==> config.mk <==
export PLATFORM = sky130hd
export DESIGN_NAME = imem_loader
export DESIGN_NICKNAME = d
export VERILOG_FILES = /design/src/rtl/imem_loader_pkg.sv /design/src/rtl/imem_loader.sv
export SDC_FILE = /design/constraint.sdc
export NUM_CORES = 1
export LEC_CHECK = 0
export ABC_AREA = 1
export ABC_CLOCK_PERIOD_IN_PS = 3000
export CORE_MARGIN = 2
export CORE_UTILIZATION = 25
export CTS_BUF_LIST = sky130_fd_sc_hd__clkbuf_2
export CTS_CLUSTER_DIAMETER = 120
export DETAILED_ROUTE_END_ITERATION = 12
export SKIP_CTS_REPAIR_TIMING = 1
export SYNTH_ARGS = -nofsm -noshare
export SYNTH_HDL_FRONTEND = slang
export SYNTH_SLANG_ARGS = --single-unit
==> constraint.sdc <==
create_clock -name clk -period 3 [get_ports clk]
set_clock_uncertainty 0.05 [all_clocks]
set_input_delay 0.6 -clock clk [delete_from_list [all_inputs] [get_ports clk]]
set_output_delay 0.6 -clock clk [all_outputs]
set_load 0.1 [all_outputs]
==> src/rtl/imem_loader_pkg.sv <==
// Shared loader definitions: FSM encodings and stream framing constants.
package imem_loader_pkg;

    typedef enum logic [2:0] {
        IDLE   = 3'd0,
        LEN_LO = 3'd1,
        LEN_HI = 3'd2,
        BYTES  = 3'd3,
        WRITE  = 3'd4,
        DONE   = 3'd5,
        ERR    = 3'd6
    } state_t;

    localparam int BYTES_PER_WORD = 4;
    localparam int LEN_BYTES      = 2;

endpackage

==> src/rtl/imem_loader.sv <==
// Instruction-memory loader: 16-bit LE word-count header, then LE-packed words, one write per 4 bytes.
// Latency: write one cycle after the 4th byte of a word; backpressure via rx_ready, low outside header/payload states.
module imem_loader
    import imem_loader_pkg::*;
#(
    parameter int ADDR_WIDTH = 32,
    parameter int DATA_WIDTH = 32,
    parameter int DEPTH      = 128
) (
    input  logic                  clk,
    input  logic                  rst,
    input  logic                  start,
    input  logic                  rx_valid,
    input  logic [7:0]            rx_data,
    output logic                  rx_ready,
    output logic                  we,
    output logic [ADDR_WIDTH-1:0] IM_addr,
    output logic [DATA_WIDTH-1:0] data,
    output logic                  cpu_hold,
    output logic                  done,
    output logic                  err
);

    state_t      state, state_nxt;
    logic [15:0] len;
    logic [5:0]  word_cnt;
    logic [1:0]  byte_cnt;
    logic [23:0] word_buf;
    logic        accept;
    logic        last_byte;
    logic [15:0] len_full;
    logic [5:0]  word_cnt_inc;

    assign accept       = rx_valid && rx_ready;
    assign last_byte    = (byte_cnt == 2'(BYTES_PER_WORD - 1));
    assign len_full     = {rx_data, len[7:0]};
    assign word_cnt_inc = word_cnt + 6'd1;

    // All handshake/status outputs are pure state decodes.
    assign rx_ready = (state == LEN_LO) || (state == LEN_HI) || (state == BYTES);
    assign we       = (state == WRITE);
    assign cpu_hold = (state == LEN_LO) || (state == LEN_HI) || (state == BYTES) ||
                      (state == WRITE)  || (state == ERR);
    assign done     = (state == DONE);
    assign err      = (state == ERR);

    always_ff @(posedge clk or negedge rst) begin
        if (!rst) state <= IDLE;
        else      state <= state_nxt;
    end

    always_comb begin
        state_nxt = state;
        case (state)
            IDLE, DONE, ERR: if (start) state_nxt = LEN_LO;
            LEN_LO:          if (accept) state_nxt = LEN_HI;
            LEN_HI: begin
                if (accept) begin
                    if (len_full == 16'd0)                 state_nxt = DONE;
                    else if (len_full > 16'(DEPTH / 4))    state_nxt = ERR;
                    else                                   state_nxt = BYTES;
                end
            end
            BYTES:           if (accept && last_byte) state_nxt = WRITE;
            WRITE:           state_nxt = ({10'd0, word_cnt_inc} == len) ? DONE : BYTES;
            default:         state_nxt = IDLE;
        endcase
    end

    always_ff @(posedge clk or negedge rst) begin
        if (!rst) begin
            len      <= '0;
            word_cnt <= '0;
            byte_cnt <= '0;
            word_buf <= '0;
            IM_addr  <= '0;
            data     <= '0;
        end else begin
            case (state)
                IDLE, DONE, ERR: begin
                    if (start) begin
                        len      <= '0;
                        word_cnt <= '0;
                        byte_cnt <= '0;
                    end
                end
                LEN_LO: if (accept) len[7:0]  <= rx_data;
                LEN_HI: if (accept) len[15:8] <= rx_data;
                BYTES: begin
                    if (accept) begin
                        byte_cnt <= byte_cnt + 2'd1;
                        word_buf <= {rx_data, word_buf[23:8]};
                        // Address/data load only here so they hold steady outside WRITE.
                        if (last_byte) begin
                            data    <= DATA_WIDTH'({rx_data, word_buf});
                            IM_addr <= ADDR_WIDTH'({word_cnt, 2'b00});
                        end
                    end
                end
                WRITE:   word_cnt <= word_cnt_inc;
                default: ;
            endcase
        end
    end

endmodule
==> flow_summary.yaml <==
global_route:
  grt_max_degree: 60
  antenna_found_initial: 1
  grt.total_usage_pct: 11.41
  grt_pass1_vias: 3059
  grt_pass1_wl_um: 15770
  overflow: 0
routing:
  final_antenna_net_count: 0
  drtIter0Drc: 220
  routed_wl_um: 9556
  via_count: 3163
  routedWlPerCell_um: 12.91
  dr.pass1.iters: 5
  viasPerCell: 4.274
  drc: 0
setup_path:
  cp_max_fo: 7
  reg2reg_depth: 11
  crit_type: "reg -> out"
  r2r_end: "len[6]$_DFFE_PN0P_"
  worstPathRequired_ns: 2.35
  worst_setup_path_start_kind: "flip-flop"
  r2r_slack_ns: 1.19
  crit_start: "state[1]$_DFFE_PN0P_"
  worstPathArrival_ns: 2.01
  cp-end-kind: "primary output"
  worstReg2RegStart: "state[0]$_DFFE_PN0P_"
power_and_ir_drop:
  p_per_area_nw_per_um2: 858.9
  p_seq_share_pct: 41.1
  pwr-share-clk_pct: 15.8
  ir_worst_vdd_v: 0.0006797
  internal_power_mw: 2.120
  p_comb_share_pct: 43.2
  switching_power_mw: 1.948
  power_mw: 4.069
  p_leak_nw: 2.366
  sw_frac_of_total_pct: 47.89
synthesis:
  synth_top_family_by_area: "simple AND/OR/NAND/NOR gates"
  synth-seq-cells: 89
  synthMuxAreaShare_pct: 0
  synth_area_leaders: "dfrtp_1 55%, nand2_1 12%, o21ai_1 6.1%, buf_4 5.0%, nand3_1 3.8%"
  ys_seq_area_share_pct: 55.11
  synth_edf_count: 0
  yosysTopAreaCell: "dfrtp_1"
  syn_area_per_cell_um2: 8.672
  synthAdderAreaFrac_pct: 0.6192
  synthArstFlopShare_pct: 100.0
  synthXorXnorAreaFrac_pct: 0.4334
  synth_warnings: 0
  synth_compound_area_share_pct: 12.04
  synth-simple-area-share_pct: 20.71
  ys.flop_type: "dfrtp_1"
  synth_cell_type_count: 29
  netlist_instances: 466
  synth_top_area_share_pct: 55.11
  netlist_area_um2: 4041
cts:
  clk_latency_ns: 0.58
  h-tree-depth: 3
  cts_tree: "built"
  cts_root_buf: "clkbuf_2"
  numCtsBuffers: 9
  cts_max_path_buffers: 2
  numClockSinks: 89
  path_clk_slew_ns: 0.28
placed_design:
  dp.final_hpwl_um: 6873
  gp_congestion: 0.8377
  port-buffer-count: 54
  dp_slack_ns: 0.8685
  dpl.cell_count: 722
finish:
  drive_gt1_share_pct: 15.49
  fillers: 1696
  final_common_cell: "nand2_1"
  regArea_um2: 2227
  fin_nets: 532
  fin_util_pct: 29.93
  multi_input_area_um2: 1468
  area_delta_synth_final_pct: 17.21
  stdcell_count: 740
  mostFrequentLayoutCells: "125 x nand2_1, 89 x dfrtp_1, 49 x o21ai_1"
min_path:
  hold_class: "in -> async"
die:
  start_util_pct: 25.53
  core_area_um2: 15830
  die_h_um: 131.1
  io_pins: 81
  die-area_um2: 17200
  die_w_um: 131.1
  num_rows: 46
sta:
  rsz0062_at_grt: "false"
  max_freq_mhz: 375.8
  finalCritPeriodShare_pct: 88.69
  slew_headroom_pct: 56.29
  setup_viol: 0
  fin_tns_setup_ns: 0
  layout_min_cycle_time_ns: 2.661
  worstMarginPinSlew_ns: 0.6537
  slew_viol_final: 0
  hold_viol: 0
  setup_slack_ns: 0.3392
outcome:
  outcome: "finished, final reports clean"
job:
  max-cap-violations: 0
==> flip-flops by register name (all words and copies together), names as in the netlist <==
signal and cells:
data 32, word_cnt 6, IM_addr 6, word_buf 24
len 16, byte_cnt 2, state 3
==> area by class of cell <==
cell class / count / share of cell area [%]
clock buffer: 9 / 0.9509
tap: 216 / 5.705
sequential: 89 / 47.02
clock inverter: 7 / 1.611
multi-input combinational: 314 / 30.98
inverter: 46 / 3.645
antenna: 1 / 0.05283
timing repair buffer: 58 / 10.04
==> metal layers <==
| layer | global-route usage [%] | part of all wire [%] | wire [um] |
|---|---|---|---|
| met5 | 0 | 0 | 0 |
| met4 | 5.193 | 1.7 | 161 |
| met3 | 2.816 | 6.5 | 620 |
| met2 | 17.02 | 43 | 4122 |
| met1 | 15.64 | 49 | 4651 |
==> worst max path at each step <==
stage / endpoint / cells after the start / slack (ns)
5_1_grt: we / 4 / 0.19
2_1_floorplan: cpu_hold / 3 / 0.40
6_report: we / 4 / 0.34
4_1_cts: we / 4 / 0.28
3_5_place_dp: data[18]$_DFFE_PN0P_ / 5 / 0.87
3_3_place_gp: data[31]$_DFFE_PN0P_ / 5 / 0.84
==> cell families after synthesis <==
group | after synthesis
other | 1
buffers and inverters | 88
DFF | 89
adders and majority gates | 2
and+or+nand+nor | 196
xor gates and xnor gates | 2
AOI/OAI and AO/OA | 88
==> per-stage QoR <==
stage / hold slack, ns / area [um2]
after floorplan: 0.2544 / 4139
after global placement: 0.4046 / 4603
after detailed placement: 0.4088 / 4603
after CTS: -0.1472 / 4725
after global routing: 0.4302 / 4737
final: 0.4311 / 4737
==> power groups by stage <==
stage	combinational (mW)	sequential, mW	clock (mW)
floorplan	1.31	1.81	0
global placement	1.74	1.68	0
detailed placement	1.76	1.69	0
CTS	1.77	1.67	0.665
global route	1.95	1.71	0.722
finish	1.76	1.67	0.641
==> critical path, stage by stage (launching register included) <==
cell     delay (ns)
dfrtp_1        0.49
nor2_1         0.19
nand2_1        0.18
inv_1          0.25
buf_4          0.34
==> synthesized netlist by cell type (5+ instances only) <==
library cell,n
o21ai_1,49
a21oi_1,8
nand4_1,5
inv_2,8
o21ai_0,20
clkbuf_1,10
a2bb2oi_1,6
nor2_1,26
nand3_1,31
buf_4,27
dfrtp_1,89
inv_1,38
nand2_1,125
Note: power is estimated with default switching activity, not from simulation.
